[config.mk]
export PLATFORM = sky130hd
export DESIGN_NAME = calc_occ
export DESIGN_NICKNAME = d
export VERILOG_FILES = /design/src/rtl/calc_occ.sv
export SDC_FILE = /design/constraint.sdc
export NUM_CORES = 1
export LEC_CHECK = 0
export ABC_CLOCK_PERIOD_IN_PS = 7250
export BUFFER_PORTS_ARGS = -buffer_cell sky130_fd_sc_hd__buf_2
export CAP_MARGIN = 10
export CORE_AREA = 2 2 118 120
export DETAILED_ROUTE_END_ITERATION = 8
export DIE_AREA = 0 0 120 122
export GPL_TIMING_DRIVEN = 0
export HOLD_SLACK_MARGIN = 0.12
export PLACE_DENSITY = 0.84
export SYNTH_ARGS = -nofsm -noshare
export SYNTH_HDL_FRONTEND = slang
export SYNTH_SLANG_ARGS = --single-unit
[constraint.sdc]
create_clock -name clk -period 7.25 [get_ports clk]
set_clock_uncertainty 0.05 [all_clocks]
set_input_delay 1.8125 -clock clk [delete_from_list [all_inputs] [get_ports clk]]
set_output_delay 1.8125 -clock clk [all_outputs]
set_load 0.05 [all_outputs]
[src/rtl/calc_occ.sv]
// Occ lookup and SA-interval update stage: reads Occ(b,k-1) and Occ(b,l) from a
// single-port synchronous ROM and produces k' = C + Occ(b,k-1) + 1, l' = C + Occ(b,l).
module calc_occ (
    input  logic        clk,
    input  logic        rst_n,
    input  logic        start,
    input  logic        need_occ,
    input  logic [7:0]  i_in,
    input  logic [7:0]  z_in,
    input  logic [7:0]  k_in,
    input  logic [7:0]  l_in,
    input  logic [11:0] addr_in,
    input  logic [4:0]  position_in,
    input  logic [7:0]  d_i_in,
    input  logic [1:0]  read_i_in,
    input  logic [7:0]  C_in,
    output logic        busy,
    output logic        ce_rom_Occ,
    output logic [9:0]  addr_rom_Occ,
    input  logic [7:0]  occ_data,
    output logic        out_valid,
    output logic [7:0]  i_out,
    output logic [7:0]  z_out,
    output logic [7:0]  k_out,
    output logic [7:0]  l_out,
    output logic [11:0] addr_out,
    output logic [4:0]  position_out,
    output logic [7:0]  d_i_out,
    output logic [1:0]  read_i_out,
    output logic [7:0]  k_new,
    output logic [7:0]  l_new,
    output logic        interval_empty
);

    localparam logic [4:0] A_MATCH        = 5'd0;
    localparam logic [4:0] A_MISMATCH     = 5'd1;
    localparam logic [4:0] A_INSERTION    = 5'd2;
    localparam logic [4:0] A_DELETION     = 5'd3;
    localparam logic [4:0] C_MATCH        = 5'd4;
    localparam logic [4:0] C_MISMATCH     = 5'd5;
    localparam logic [4:0] C_INSERTION    = 5'd6;
    localparam logic [4:0] C_DELETION     = 5'd7;
    localparam logic [4:0] G_MATCH        = 5'd8;
    localparam logic [4:0] G_MISMATCH     = 5'd9;
    localparam logic [4:0] G_INSERTION    = 5'd10;
    localparam logic [4:0] G_DELETION     = 5'd11;
    localparam logic [4:0] T_MATCH        = 5'd12;
    localparam logic [4:0] T_MISMATCH     = 5'd13;
    localparam logic [4:0] T_INSERTION    = 5'd14;
    localparam logic [4:0] T_DELETION     = 5'd15;
    localparam logic [4:0] NONE           = 5'd16;
    localparam logic [4:0] STOP_MATCH     = 5'd17;
    localparam logic [4:0] STOP_MISMATCH  = 5'd18;
    localparam logic [4:0] STOP_INSERTION = 5'd19;
    localparam logic [4:0] STOP_DELETION  = 5'd20;

    typedef enum logic [2:0] {
        IDLE,
        RD_K,
        RD_L,
        WAIT_L,
        DONE
    } state_t;

    state_t      state;
    logic [1:0]  base_dec;
    logic [1:0]  b_q;
    logic [7:0]  i_q;
    logic [7:0]  z_q;
    logic [7:0]  k_q;
    logic [7:0]  l_q;
    logic [11:0] addr_q;
    logic [4:0]  pos_q;
    logic [7:0]  d_i_q;
    logic [1:0]  read_i_q;
    logic [7:0]  c_q;
    logic [7:0]  occ_k_q;
    logic [7:0]  k_sum;
    logic [7:0]  l_sum;

    // Codes outside the four bases fall back to b=0; upstream never requests a lookup with them.
    always_comb begin
        base_dec = 2'd0;
        case (position_in)
            A_MATCH, A_MISMATCH, A_INSERTION, A_DELETION: base_dec = 2'd0;
            C_MATCH, C_MISMATCH, C_INSERTION, C_DELETION: base_dec = 2'd1;
            G_MATCH, G_MISMATCH, G_INSERTION, G_DELETION: base_dec = 2'd2;
            T_MATCH, T_MISMATCH, T_INSERTION, T_DELETION: base_dec = 2'd3;
            NONE, STOP_MATCH, STOP_MISMATCH, STOP_INSERTION, STOP_DELETION: base_dec = 2'd0;
            default: base_dec = 2'd0;
        endcase
    end

    // 8-bit sums wrap modulo 256, matching the truncated 9-bit result.
    always_comb begin
        k_sum = c_q + occ_k_q + 8'd1;
        l_sum = c_q + occ_data;
    end

    always_ff @(posedge clk) begin
        if (!rst_n) begin
            state          <= IDLE;
            busy           <= 1'b0;
            ce_rom_Occ     <= 1'b0;
            addr_rom_Occ   <= '0;
            out_valid      <= 1'b0;
            i_out          <= '0;
            z_out          <= '0;
            k_out          <= '0;
            l_out          <= '0;
            addr_out       <= '0;
            position_out   <= '0;
            d_i_out        <= '0;
            read_i_out     <= '0;
            k_new          <= '0;
            l_new          <= '0;
            interval_empty <= 1'b0;
            b_q            <= '0;
            i_q            <= '0;
            z_q            <= '0;
            k_q            <= '0;
            l_q            <= '0;
            addr_q         <= '0;
            pos_q          <= '0;
            d_i_q          <= '0;
            read_i_q       <= '0;
            c_q            <= '0;
            occ_k_q        <= '0;
        end else begin
            case (state)
                IDLE: begin
                    if (start) begin
                        busy     <= 1'b1;
                        b_q      <= base_dec;
                        i_q      <= i_in;
                        z_q      <= z_in;
                        k_q      <= k_in;
                        l_q      <= l_in;
                        addr_q   <= addr_in;
                        pos_q    <= position_in;
                        d_i_q    <= d_i_in;
                        read_i_q <= read_i_in;
                        c_q      <= C_in;
                        if (need_occ) begin
                            state <= RD_K;
                            // With k=0 there is no Occ(b,-1) to read; the term is forced to 0 later.
                            if (k_in != 8'd0) begin
                                ce_rom_Occ   <= 1'b1;
                                addr_rom_Occ <= {base_dec, k_in - 8'd1};
                            end else begin
                                ce_rom_Occ   <= 1'b0;
                                addr_rom_Occ <= '0;
                            end
                        end else begin
                            state          <= DONE;
                            out_valid      <= 1'b1;
                            i_out          <= i_in;
                            z_out          <= z_in;
                            k_out          <= k_in;
                            l_out          <= l_in;
                            addr_out       <= addr_in;
                            position_out   <= position_in;
                            d_i_out        <= d_i_in;
                            read_i_out     <= read_i_in;
                            k_new          <= k_in;
                            l_new          <= l_in;
                            interval_empty <= (k_in > l_in);
                        end
                    end
                end
                RD_K: begin
                    ce_rom_Occ   <= 1'b1;
                    addr_rom_Occ <= {b_q, l_q};
                    state        <= RD_L;
                end
                RD_L: begin
                    ce_rom_Occ   <= 1'b0;
                    addr_rom_Occ <= '0;
                    occ_k_q      <= (k_q == 8'd0) ? 8'd0 : occ_data;
                    state        <= WAIT_L;
                end
                WAIT_L: begin
                    out_valid      <= 1'b1;
                    i_out          <= i_q;
                    z_out          <= z_q;
                    k_out          <= k_q;
                    l_out          <= l_q;
                    addr_out       <= addr_q;
                    position_out   <= pos_q;
                    d_i_out        <= d_i_q;
                    read_i_out     <= read_i_q;
                    k_new          <= k_sum;
                    l_new          <= l_sum;
                    interval_empty <= (k_sum > l_sum);
                    state          <= DONE;
                end
                DONE: begin
                    out_valid <= 1'b0;
                    busy      <= 1'b0;
                    state     <= IDLE;
                end
                default: begin
                    state <= IDLE;
                end
            endcase
        end
    end

endmodule
**After elaboration in Yosys (flattened, before gate mapping)**

Memory sizes are Yosys's and may differ from the RTL's.
Index checks and enable logic that the tools add are counted.

- Register bits: 169
- Memory bits (read-only): 64
- Memories kept: 1

Memory list:

| memory | words | bits a word | read ports | clocked after Yosys merged registers in | write ports | line | text |
|---|---|---|---|---|---|---|---|
| (no name shown) | 32 | 2 | 1 | 0 | 0 | 84 | `case (position_in)` |

- $add $sub $neg: 4
- Magnitude comparators: 2
- Equal/unequal tests: 7
- Mux-type cells: 46
- Reductions and logical operators: 12

Operators with widths:

| operator | count |
|---|---|
| 8-bit one-hot mux with 2 select lines | 7 |
| 8-bit two-way mux | 11 |
| 10-bit two-way mux | 3 |
| 10-bit one-hot mux with 3 select lines | 1 |
| 12-bit two-way mux | 2 |
| 12-bit one-hot mux with 2 select lines | 1 |
| 8-bit adder | 2 |
| 8-bit > comparator | 2 |
| 3-bit one-hot mux with 4 select lines | 1 |
| 5-bit two-way mux | 2 |
| 5-bit one-hot mux with 2 select lines | 1 |
| 3-bit AND reduction | 3 |
| 8-bit by 1-bit adder with 8-bit output (second input constant) | 1 |
| 8-bit logical NOT | 1 |
| 1-bit two-way mux | 8 |
| 8-bit nonzero test | 1 |
| 8-bit by 1-bit subtractor with 8-bit output (second input constant) | 1 |
| 3-bit by 2-bit == test with 1-bit output (second input constant) | 2 |
| 3-bit two-way mux | 2 |
| 2-bit inequality test (second input constant) | 3 |
| 1-bit one-hot mux with 3 select lines | 2 |
| 3-bit nonzero test | 2 |
| 2-bit two-way mux | 2 |
| 1-bit one-hot mux with 2 select lines | 2 |
| 6 further kinds | 8 |

**Longest topological paths before layout**

Gate-level depths: netlist (run 1).

- Depth after elaboration: 5
- Mapped depth: 14
- Depth with buffers taken out: 14

**Least setup slack after synthesis (run 1)**

OpenSTA, ideal clock, no wires.

- Path kind: input-to-reg
- From: in occ_data[0]
- To: reg interval_empty
- Data arrival time: 4.092 ns
- Data required time: 7.070 ns
- Path slack: 2.978 ns
- Cell stages on the path: 11
- Path buffers: 0
- Path through: ha_1 -> fa_1 -> a21o_1 -> a311o_1 -> a21oi_1 -> xor2_1 -> ha_1 -> nand2_1 -> o311a_1 -> a41oi_1 -> a31oi_1

- Longest elaborated chain between the ends: 3

RTL lines:

| element | line | text |
|---|---|---|
| from (decl) | 20 | `input logic [7:0] occ_data,` |
| 8-bit adder | 97 | `l_sum = c_q + occ_data;` |
| 8-bit > comparator | 194 | `interval_empty <= (k_sum > l_sum);` |
| 1-bit one-hot mux with 2 select lines | 130 | `case (state)` |
| to (signal assigned) | 167 | `interval_empty <= (k_in > l_in);` |
| to (signal assigned) | 194 |  |
| to (decl) | 32 | `output logic interval_empty` |

Every way passes these cells.
A chain may end at the register's enable or synchronous reset.

**Final worst setup path (run 1)**

Ends and elaborated chain as after synthesis.

==> flow_metrics.env, run 1 <==
export IMPL_post_synth_num_cell_types=54
export IMPL_number_of_antenna_violations_at_the_first_check_in_global_routing=2
export IMPL_timing_max_transition_violations_final=0
export IMPL_worst_ir_drop_vdd_uv=170
export IMPL_num_io_pins=168
export IMPL_finish_net_count=1254
export IMPL_crit_type="in2reg"
export IMPL_cp_end_kind="flip-flop"
export IMPL_powerDensity_mw_per_mm2=277
export IMPL_gp_congestion=0.944
export IMPL_global_route_usage_total=0.313
export IMPL_r2r_setup_slack_ps=4030
export IMPL_first_global_vias=7140
export IMPL_synth_edff_count=0
export IMPL_syn_cell_area_mm2=0.00770
export IMPL_cts_reportedPaths_clkPinSlew_ps=70
export IMPL_viasPerCell=5.78
export IMPL_start_util=0.570
export IMPL_global_route_wire_length_before_repair_mm=35.9
export IMPL_regToRegEndpoint="interval_empty"
export IMPL_status="completed"
export IMPL_dr_total_vias=7727
export IMPL_cp_max_fo=3
export IMPL_grt_max_degree=17
export IMPL_drt_total_wl_mm=23.1
export IMPL_fill_cells=1115
export IMPL_max_clock_path_buffers=2
export IMPL_async_flop_share=0
export IMPL_clock_tree_htree_level_count=4
export IMPL_io_buffer_count=166
export IMPL_worst_pin_slew_ps=695
export IMPL_worstHoldStart="d_i_q[6]"
export IMPL_crit_arrival_ps=4650
export IMPL_cap_viol_max_count=0
export IMPL_finalHoldViolations=0
export IMPL_syn_to_final_growth_pct=21.5
export IMPL_fmax_ghz=0.227
export IMPL_layout_drive_gt1_share=0.217
export IMPL_cts_made_buffers=17
export IMPL_critical_path_startpoint_type="input pin"
export IMPL_post_route_period_util=0.608
export IMPL_ff_latch_count_synth=169
export IMPL_die_height_um=122
export IMPL_post_cts_setup_buffer_count=0
export IMPL_synth_top_flop_cell="sky130_fd_sc_hd__dfxtp_1"
export IMPL_fp_row_count=43
export IMPL_dp_wirelength_mm=16.7
export IMPL_p_leak_nw=4.17
export IMPL_clkSinkCount=169
export IMPL_setup_tns_final_ps=0
export IMPL_slowest_stage_cell_crit_path="sky130_fd_sc_hd__fa_1"
export IMPL_setup_viol=0
export IMPL_post_cts_resized=0
export IMPL_detailedRoute_firstIterationViolations=579
export IMPL_hold_class="reg2reg"
export IMPL_crit_path_largest_cell_delay_ps=410
export IMPL_required_ps=7500
export IMPL_detail_route_first_pass_iterations=5
export IMPL_clock_latency_ps=440
export IMPL_chipWidth_um=120
export IMPL_timing_final_crit_period_ps=4410
export IMPL_synth_fp_nets=1069
export IMPL_route_detailed_wl_per_inst_um=17.2
export IMPL_route_detailed_drc=0
export IMPL_ys_warnings_count=0
export IMPL_unrepaired_setup_endpoints_after_global_routing="false"
export IMPL_dieArea_mm2=0.0146
export IMPL_min_delay_worst_endpoint="d_i_q[6]"
export IMPL_holdPathStages=2
export IMPL_seq_area_frac_synth=0.439
export IMPL_final_hold_worst_slack_ps=407
export IMPL_synth_cells=957
export IMPL_biggestRegsByFlops="addr_out (12), addr_q (12), addr_rom_Occ (10)"
export IMPL_avgSynthCellArea_um2=8.05
export IMPL_cts_hold_repair_buffers=0
export IMPL_worst_r2r_startpoint="c_q[0]"
export IMPL_timing_slew_headroom=0.537
export IMPL_clock_tree_root_cell="sky130_fd_sc_hd__clkbuf_16"
export IMPL_timing_critical_path_cells="buf_2, ha_1, fa_1, a21o_1, a311o_1, a21oi_1, xor2_1, ha_1, nand2_1, o21ai_0, o311a_1, a41oi_1, a31oi_1"
export IMPL_critical_path_top_cell_by_count="sky130_fd_sc_hd__ha_1"
export IMPL_rr_worst_depth=12
export IMPL_globalRoute_totalOverflow=0
export IMPL_count_of_nets_left_with_antenna_violations_after_detail_routing=0
export IMPL_cts_tree="built"
export IMPL_design_core_area_mm2=0.0135
## power by group
part | switching [mW] | total [mW] | internal, mW | leakage (nW)
registers | 0.0521 | 1.06 | 1.01 | 1.39
clock network | 0.397 | 0.922 | 0.525 | 0.294
logic | 0.434 | 0.607 | 0.173 | 2.48
total | 0.883 | 2.59 | 1.71 | 4.17
## worst max-delay path: cells and delay by family
kind	cells	cell delay, ps
adders and majority gates	3	950
AOI/OAI and AO/OA	7	1360
xor gates and xnor gates	1	300
and+or+nand+nor	1	110
buffers and inverters	1	110
## per-stage QoR
stage | std cells | utilization | cell area (um^2) | power (mW) | setup slack (ps)
finish | 1337 | 0.693 | 9360 | 2.59 | 2840
global route | 1335 | 0.693 | 9360 | 2.69 | 2750
CTS | 1335 | 0.693 | 9360 | 2.59 | 2940
detailed placement | 1303 | 0.649 | 8760 | 1.68 | 2550
global placement | 1303 | 0.649 | 8760 | 1.66 | 2610
floorplan | 957 | - | 7700 | 1.50 | 2980
## worst max path at each step
stage                     end  slack [ps]         from
2_1_floorplan  interval_empty        2980  occ_data[0]
3_3_place_gp   interval_empty        2610  occ_data[0]
3_5_place_dp   interval_empty        2550  occ_data[0]
4_1_cts        interval_empty        2940  occ_data[0]
5_1_grt        interval_empty        2750  occ_data[0]
6_report       interval_empty        2840  occ_data[0]
## layout make-up
cell class | instances | area [um^2] | area share
clock inverters | 14 | 159 | 0.0170
clock buffers | 18 | 439 | 0.0469
flip-flops and latches | 169 | 3380 | 0.361
well taps | 180 | 225 | 0.0241
plain buffers | 69 | 328 | 0.0350
diodes | 2 | 5.00 | 0.000535
multi-input cells | 699 | 3920 | 0.418
inverters | 20 | 75.1 | 0.00802
repair buffers | 166 | 831 | 0.0887
## cell usage in the layout (no fill, tap or decap), drive strengths merged, types with 3 or more instances in the layout
cell,Yosys,routed
a22oi,16,16
xnor2,10,10
a211oi,9,9
nand2,269,269
inv,20,27
clkbuf,35,53
clkinv,0,4
nor3b,3,3
a21oi,109,109
nor3,10,10
nor2,90,90
a21o,6,6
a311oi,56,56
and2,5,5
and3,3,3
nor2b,5,5
nand3,3,3
o21ai,23,23
o211ai,6,6
a31oi,4,4
nand4,4,4
dfxtp,169,169
xor2,9,9
ha,31,31
buf,34,200
## cell usage after synthesis, types with 3 or more instances
cell / n / area, um^2
sky130_fd_sc_hd__nand2_1: 269 / 1010
sky130_fd_sc_hd__dfxtp_1: 169 / 3380
sky130_fd_sc_hd__a21oi_1: 107 / 536
sky130_fd_sc_hd__nor2_1: 88 / 330
sky130_fd_sc_hd__a311oi_1: 46 / 403
sky130_fd_sc_hd__clkbuf_1: 35 / 131
sky130_fd_sc_hd__ha_1: 31 / 388
sky130_fd_sc_hd__buf_2: 25 / 125
sky130_fd_sc_hd__o21ai_0: 23 / 115
sky130_fd_sc_hd__inv_1: 19 / 71.3
sky130_fd_sc_hd__a22oi_1: 16 / 120
sky130_fd_sc_hd__a311oi_2: 10 / 150
sky130_fd_sc_hd__nor3_1: 10 / 50.1
sky130_fd_sc_hd__xnor2_1: 10 / 87.6
sky130_fd_sc_hd__a211oi_1: 9 / 67.6
sky130_fd_sc_hd__xor2_1: 9 / 78.8
sky130_fd_sc_hd__a21o_1: 6 / 45.0
sky130_fd_sc_hd__buf_4: 6 / 45.0
sky130_fd_sc_hd__o211ai_1: 6 / 45.0
sky130_fd_sc_hd__nor2b_1: 5 / 31.3
sky130_fd_sc_hd__and2_1: 4 / 25.0
sky130_fd_sc_hd__nand4_1: 4 / 25.0
sky130_fd_sc_hd__a31oi_1: 3 / 18.8
sky130_fd_sc_hd__and3_1: 3 / 18.8
sky130_fd_sc_hd__nand3_1: 3 / 15.0
## cell families (layout without fill, tap and decap cells)
family          Yosys count  in the layout  synth area share
buf+inv                  89            287            0.0523
compound gates          247            247             0.219
fa+ha+maj                33             33            0.0556
simple gates            398            398             0.210
flops                   169            169             0.439
mux                       2              2           0.00260
xor+xnor                 19             19            0.0216
other cells               0              2                 0
## layer usage
layer,GRT usage,wire (um),vias to the layer above,part of all wire
met5,0,0,-,0
met4,0.150,847,0,0.037
met3,0.0688,1990,58,0.086
met2,0.501,10600,347,0.46
met1,0.403,9660,3642,0.42
li1,-,-,3680,-
(Power assumes the default switching activity.)
==> inputs of run 2 (changes only) <==
Settings changed: ABC_AREA set to 1, ABC_CLOCK_PERIOD_IN_PS 7250 to 3900, CORE_AREA 2 2 118 120 to 2 2 129 131, DIE_AREA 0 0 120 122 to 0 0 131 133, PLACE_DENSITY 0.84 to 0.76.
Clock period 7.25 ns to 3.9 ns, I/O delays scaled along.
==> run 2 against run 1 <==
  * Hold slack lost 8.8 ps
  * Sequential power grew 120%
  * Register-to-register slack lost 2700 ps
  * Synthesized area grew 2.9%
  * Critical endpoint unchanged
  * Critical path type unchanged
  * Clock power grew 85%
==> flow_metrics.env, run 2 <==
export IMPL_synth_cells=1108
export IMPL_dr_total_vias=7992
export IMPL_route_detailed_wl_per_inst_um=15.6
export IMPL_chipWidth_um=131
export IMPL_timing_slew_headroom=0.377
export IMPL_clock_latency_ps=430
export IMPL_viasPerCell=5.24
export IMPL_synth_top_flop_cell="sky130_fd_sc_hd__dfxtp_1"
export IMPL_synth_area_leaders="sky130_fd_sc_hd__dfxtp_1 (43%), sky130_fd_sc_hd__o21ai_0 (11%), sky130_fd_sc_hd__nand2_1 (7.9%), sky130_fd_sc_hd__nor2_1 (7.7%), sky130_fd_sc_hd__a21oi_1 (7.3%)"
export IMPL_drt_total_wl_mm=23.8
export IMPL_global_route_usage_total=0.277
export IMPL_async_flop_share=0
export IMPL_timing_final_crit_period_ps=2760
export IMPL_finish_instance_area_mm2=0.00961
export IMPL_ff_latch_count_synth=169
export IMPL_powerDensity_mw_per_mm2=676
export IMPL_cts_tree="built"
export IMPL_cellInternalPower_mw=3.80
export IMPL_hold_class="reg2reg"
export IMPL_synth_fp_nets=1220
export IMPL_netSwitchingFraction=0.415
export IMPL_clkSinkCount=169
export IMPL_count_of_nets_left_with_antenna_violations_after_detail_routing=0
export IMPL_placedInstanceArea_mm2=0.00903
export IMPL_mostFrequentLayoutCell="sky130_fd_sc_hd__buf_2"
export IMPL_detail_route_first_pass_iterations=7
export IMPL_unrepaired_setup_endpoints_after_global_routing="false"
export IMPL_avgSynthCellArea_um2=7.15
export IMPL_seq_area_frac_synth=0.427
export IMPL_clock_tree_htree_level_count=4
export IMPL_io_buffer_count=166
export IMPL_switching_power_mw=2.70
export IMPL_layout_common_cells="sky130_fd_sc_hd__buf_2 (180), sky130_fd_sc_hd__o21ai_0 (170), sky130_fd_sc_hd__dfxtp_1 (169), sky130_fd_sc_hd__nand2_1 (166), sky130_fd_sc_hd__nor2_1 (162)"
export IMPL_synth_top_area_share=0.427
export IMPL_syn_cell_area_mm2=0.00792
export IMPL_post_synth_most_frequent_cells="sky130_fd_sc_hd__o21ai_0 (170), sky130_fd_sc_hd__dfxtp_1 (169), sky130_fd_sc_hd__nand2_1 (166)"
export IMPL_crit_type="in2reg"
export IMPL_synth_largest_area_cell="sky130_fd_sc_hd__dfxtp_1"
export IMPL_pwr_share_seq=0.351
export IMPL_finalHoldViolations=0
export IMPL_crit_arrival_ps=3050
export IMPL_post_cts_resized=0
export IMPL_status="completed"
export IMPL_post_route_period_util=0.707
export IMPL_gp_congestion=0.871
export IMPL_num_io_pins=168
export IMPL_timing_max_transition_violations_final=0
export IMPL_yosysMostFrequentCell="sky130_fd_sc_hd__o21ai_0"
export IMPL_grt_max_degree=17
export IMPL_synth_edff_count=0
export IMPL_clock_power_share=0.263
export IMPL_fmax_ghz=0.363
export IMPL_start_util=0.490
export IMPL_cp_max_fo=3
export IMPL_cts_made_buffers=17
export IMPL_dieArea_mm2=0.0174
export IMPL_ys_warnings_count=0
export IMPL_number_of_antenna_violations_at_the_first_check_in_global_routing=1
export IMPL_cts_hold_repair_buffers=0
export IMPL_power_share_combinational=0.385
export IMPL_slowest_stage_cell_crit_path="sky130_fd_sc_hd__fa_1"
export IMPL_detailedRoute_firstIterationViolations=698
export IMPL_p_leak_nw=4.65
export IMPL_max_clock_path_buffers=2
export IMPL_biggestRegsByFlops="addr_out (12), addr_q (12), addr_rom_Occ (10)"
export IMPL_syn_to_final_growth_pct=21.4
export IMPL_design_core_area_mm2=0.0162
export IMPL_cts_reportedPaths_clkPinSlew_ps=60
export IMPL_first_global_vias=7471
export IMPL_critical_path_startpoint_type="input pin"
export IMPL_post_cts_setup_buffer_count=0
export IMPL_timing_critical_path_cells="buf_2, ha_1, fa_1, nand3_1, nand3_1, xor2_1, ha_1, nand2_1, nor2_1, a21oi_1, nand2_1, nand3_1, nand2_1, inv_1"
export IMPL_worst_pin_slew_ps=927
export IMPL_die_height_um=133
export IMPL_worst_ir_drop_vdd_uv=404
export IMPL_finish_net_count=1405
export IMPL_setup_tns_final_ps=0
export IMPL_required_ps=4190
export IMPL_crit_path_largest_cell_delay_ps=460
export IMPL_cp_end_kind="flip-flop"
export IMPL_pnr_total_power_mw=6.50
export IMPL_dp_wirelength_mm=17.7
export IMPL_fp_row_count=47
export IMPL_global_route_wire_length_before_repair_mm=37.5
export IMPL_globalRoute_totalOverflow=0
export IMPL_clock_tree_root_cell="sky130_fd_sc_hd__clkbuf_16"
export IMPL_layout_drive_gt1_share=0.184
export IMPL_post_synth_num_cell_types=33
export IMPL_setup_viol=0
export IMPL_final_util=0.595
export IMPL_cap_viol_max_count=0
export IMPL_route_detailed_drc=0
[run 2: cell count changes after synthesis, moves of 8 or more]
cell,previous run,this run
sky130_fd_sc_hd__inv_1,19,105
sky130_fd_sc_hd__a21oi_1,107,115
sky130_fd_sc_hd__a211oi_1,9,0
sky130_fd_sc_hd__a311oi_1,46,0
sky130_fd_sc_hd__buf_2,25,14
sky130_fd_sc_hd__nand3_1,3,25
sky130_fd_sc_hd__o21ai_1,0,45
sky130_fd_sc_hd__a311oi_2,10,0
sky130_fd_sc_hd__nor2_1,88,162
sky130_fd_sc_hd__o21ai_0,23,170
sky130_fd_sc_hd__nand2_1,269,166
sky130_fd_sc_hd__a22oi_1,16,0
[run 2: worst max-delay path: cells and delay by family]
kind | cells | cell delay, ps
fa+ha+maj | 3 | 980
simple gates | 7 | 670
xor+xnor | 1 | 180
buf+inv | 2 | 150
compound gates | 1 | 90
[run 2: kinds of logic after synthesis]
logic type / synth area share
AND/OR/NAND/NOR: 0.192
buffers and inverters: 0.0951
AO/OA/AOI/OAI: 0.218
flip-flops: 0.427
adder cells (fa/ha/maj): 0.0540
XOR/XNOR: 0.0144
[run 2: power groups by stage]
stage | clock [mW] | sequential [mW] | combinational (mW)
3_3_place_gp | 0 | 2.30 | 2.44
6_report | 1.71 | 2.28 | 2.51
3_5_place_dp | 0 | 2.31 | 2.48
2_1_floorplan | 0 | 3.00 | 1.13
5_1_grt | 1.79 | 2.32 | 2.75
4_1_cts | 1.72 | 2.28 | 2.49
[run 2: final timing paths]
check | startpoint | endpoint | slack [ps] | depth (start not counted)
worst min-delay path | z_q[1] | z_q[1] | 400 | 2
worst min register to register | z_q[1] | z_q[1] | 400 | 2
worst max register to register | c_q[2] | interval_empty | 1350 | 13
worst max-delay path | occ_data[0] | interval_empty | 1140 | 14
[run 2: final cells by class]
| cell class | count | area, um^2 |
|---|---|---|
| multi-input combinational | 762 | 3790 |
| antenna | 2 | 5.00 |
| tap | 220 | 275 |
| timing repair buffer | 166 | 831 |
| buffer | 64 | 329 |
| sequential | 169 | 3380 |
| fill | 1554 | 6560 |
| clock inverter | 9 | 124 |
| inverter | 113 | 424 |
| clock buffer | 20 | 457 |
[run 2: layer usage]
layer / up-vias / share of wire / global-route usage
met5: - / 0 / 0
met4: 0 / 0.020 / 0.0928
met3: 36 / 0.076 / 0.0550
met2: 329 / 0.47 / 0.453
met1: 3642 / 0.43 / 0.365
li1: 3985 / - / -
[run 2: through the flow]
| step | setup slack (ps) | hold slack [ps] | instances |
|---|---|---|---|
| after detailed placement | 765 | 389 | 1494 |
| after global placement | 778 | 382 | 1494 |
| after global routing | 949 | 415 | 1524 |
| after floorplan | 1150 | 375 | 1108 |
| final | 1140 | 398 | 1525 |
| after CTS | 1200 | 397 | 1523 |
==> inputs of run 3 (changes only) <==
Settings changed: ABC_CLOCK_PERIOD_IN_PS 3900 to 2880, CORE_AREA 2 2 129 131 to 2 2 124 126, DIE_AREA 0 0 131 133 to 0 0 126 128, PLACE_DENSITY 0.76 to 0.79.
Clock period 3.9 ns to 2.88 ns, I/O delays scaled along.
==> run 3 against run 2 <==
  * Final area decreased by 0.40%
  * Global-route usage increased by 1.2 points
  * Sequential cell count unchanged
  * Cell count decreased by 2.0%
  * Clock-buffer cell count decreased by 2
  * Critical path depth decreased by 1
  * Combinational power increased by 35%
  * Hold slack about the same
  * Highest routed layer unchanged
==> flow_metrics.env, run 3 (same netlist as run 2, synthesis figures left out) <==
export IMPL_antenna_diode_count=0
export IMPL_dieArea_mm2=0.0161
export IMPL_global_route_usage_total=0.289
export IMPL_route_detailed_drc=0
export IMPL_clock_tree_htree_level_count=4
export IMPL_cts_made_buffers=17
export IMPL_layout_drive_gt1_share=0.187
export IMPL_worst_ir_drop_vdd_uv=545
export IMPL_cts_reportedPaths_clkPinSlew_ps=60
export IMPL_p_leak_nw=4.65
export IMPL_viasPerCell=5.38
export IMPL_setup_viol=0
export IMPL_status="completed"
export IMPL_number_of_antenna_violations_at_the_first_check_in_global_routing=0
export IMPL_chipWidth_um=126
export IMPL_critical_path_startpoint_type="flip-flop"
export IMPL_mostFrequentLayoutCell="sky130_fd_sc_hd__buf_2"
export IMPL_drt_total_wl_mm=23.5
export IMPL_powerDensity_mw_per_mm2=917
export IMPL_fmax_ghz=0.389
export IMPL_final_util=0.644
export IMPL_placedInstanceArea_mm2=0.00899
export IMPL_first_global_vias=7572
export IMPL_cp_max_fo=4
export IMPL_placedCellCount=1462
export IMPL_pnr_total_power_mw=8.78
export IMPL_post_cts_resized=0
export IMPL_crit_type="reg2reg"
export IMPL_unrepaired_setup_endpoints_after_global_routing="false"
export IMPL_dr_total_vias=8038
export IMPL_cts_tree="built"
export IMPL_detail_route_first_pass_iterations=5
export IMPL_syn_to_final_growth_pct=20.9
export IMPL_fill_cells=1374
export IMPL_pre_cts_ws_ps=-16.5
export IMPL_post_route_period_util=0.893
export IMPL_crit_arrival_ps=2860
export IMPL_cp_end_kind="flip-flop"
export IMPL_start_util=0.533
export IMPL_die_height_um=128
export IMPL_global_route_wire_length_before_repair_mm=37.2
export IMPL_worst_slack_ps=308
export IMPL_finish_net_count=1405
export IMPL_gp_congestion=0.902
export IMPL_grt_max_degree=17
export IMPL_globalRoute_totalOverflow=0
export IMPL_cap_viol_max_count=0
export IMPL_num_io_pins=168
export IMPL_cts_hold_repair_buffers=0
export IMPL_detailedRoute_firstIterationViolations=759
export IMPL_biggestRegsByFlops="addr_out (12), addr_q (12), addr_rom_Occ (10)"
export IMPL_final_instance_count_excl_fillers=1494
export IMPL_worst_pin_slew_ps=871
export IMPL_fp_row_count=45
export IMPL_design_core_area_mm2=0.0149
export IMPL_count_of_nets_left_with_antenna_violations_after_detail_routing=0
export IMPL_finalHoldViolations=0
export IMPL_required_ps=3170
export IMPL_clkSinkCount=169
export IMPL_hold_class="reg2reg"
export IMPL_dp_wirelength_mm=17.5
export IMPL_layout_common_cells="sky130_fd_sc_hd__buf_2 (180), sky130_fd_sc_hd__o21ai_0 (170), sky130_fd_sc_hd__dfxtp_1 (169), sky130_fd_sc_hd__nand2_1 (166), sky130_fd_sc_hd__nor2_1 (162)"
export IMPL_finish_instance_area_mm2=0.00958
export IMPL_clock_latency_ps=430
export IMPL_post_cts_setup_buffer_count=0
export IMPL_timing_max_transition_violations_final=0
export IMPL_timing_final_crit_period_ps=2570
export IMPL_timing_slew_headroom=0.415
export IMPL_route_detailed_wl_per_inst_um=15.7
export IMPL_setup_tns_final_ps=0
export IMPL_max_clock_path_buffers=2
export IMPL_final_hold_worst_slack_ps=398
export IMPL_clock_tree_root_cell="sky130_fd_sc_hd__clkbuf_16"
export IMPL_io_buffer_count=166
## run 3: metal layers
layer,share of wire,vias to the layer above,global-route usage
li1,-,3978,-
met1,0.43,3678,0.375
met2,0.47,326,0.484
met3,0.074,56,0.0480
met4,0.029,0,0.114
met5,0,-,0
## run 3: critical path: stages, from the launching register on
cell	delay, ps
sky130_fd_sc_hd__dfxtp_1	340
sky130_fd_sc_hd__ha_1	350
sky130_fd_sc_hd__or2_2	330
sky130_fd_sc_hd__nand3_1	130
sky130_fd_sc_hd__nand3_1	120
sky130_fd_sc_hd__and2_1	190
sky130_fd_sc_hd__ha_1	310
sky130_fd_sc_hd__a21o_1	190
sky130_fd_sc_hd__nor2_1	120
sky130_fd_sc_hd__nand2_1	60
sky130_fd_sc_hd__nand2_1	80
sky130_fd_sc_hd__nand3_1	90
sky130_fd_sc_hd__nand2_1	80
sky130_fd_sc_hd__inv_1	40
## run 3: cell type report
class / instances / area, um^2 / area share
timing repair buffer: 166 / 831 / 0.0868
inverter: 113 / 424 / 0.0443
multi-input combinational: 762 / 3790 / 0.395
clock buffer: 18 / 439 / 0.0459
sequential: 169 / 3380 / 0.353
clock inverter: 14 / 148 / 0.0154
buffer: 64 / 329 / 0.0344
tap: 188 / 235 / 0.0246
## run 3: final timing paths
path	startpoint	endpoint	slack [ps]	cells past startpoint
setup / recovery	c_q[2]	interval_empty	310	13
hold / removal	addr_q[5]	addr_q[5]	400	2
hold reg to reg	addr_q[5]	addr_q[5]	400	2
setup reg to reg	c_q[2]	interval_empty	310	13
## run 3: power by group
group | total, mW | switching, mW | internal, mW | leakage [nW]
Clock | 2.29 | 0.983 | 1.30 | 0.287
Sequential | 3.10 | 0.267 | 2.83 | 1.40
Combinational | 3.39 | 2.47 | 0.927 | 2.97
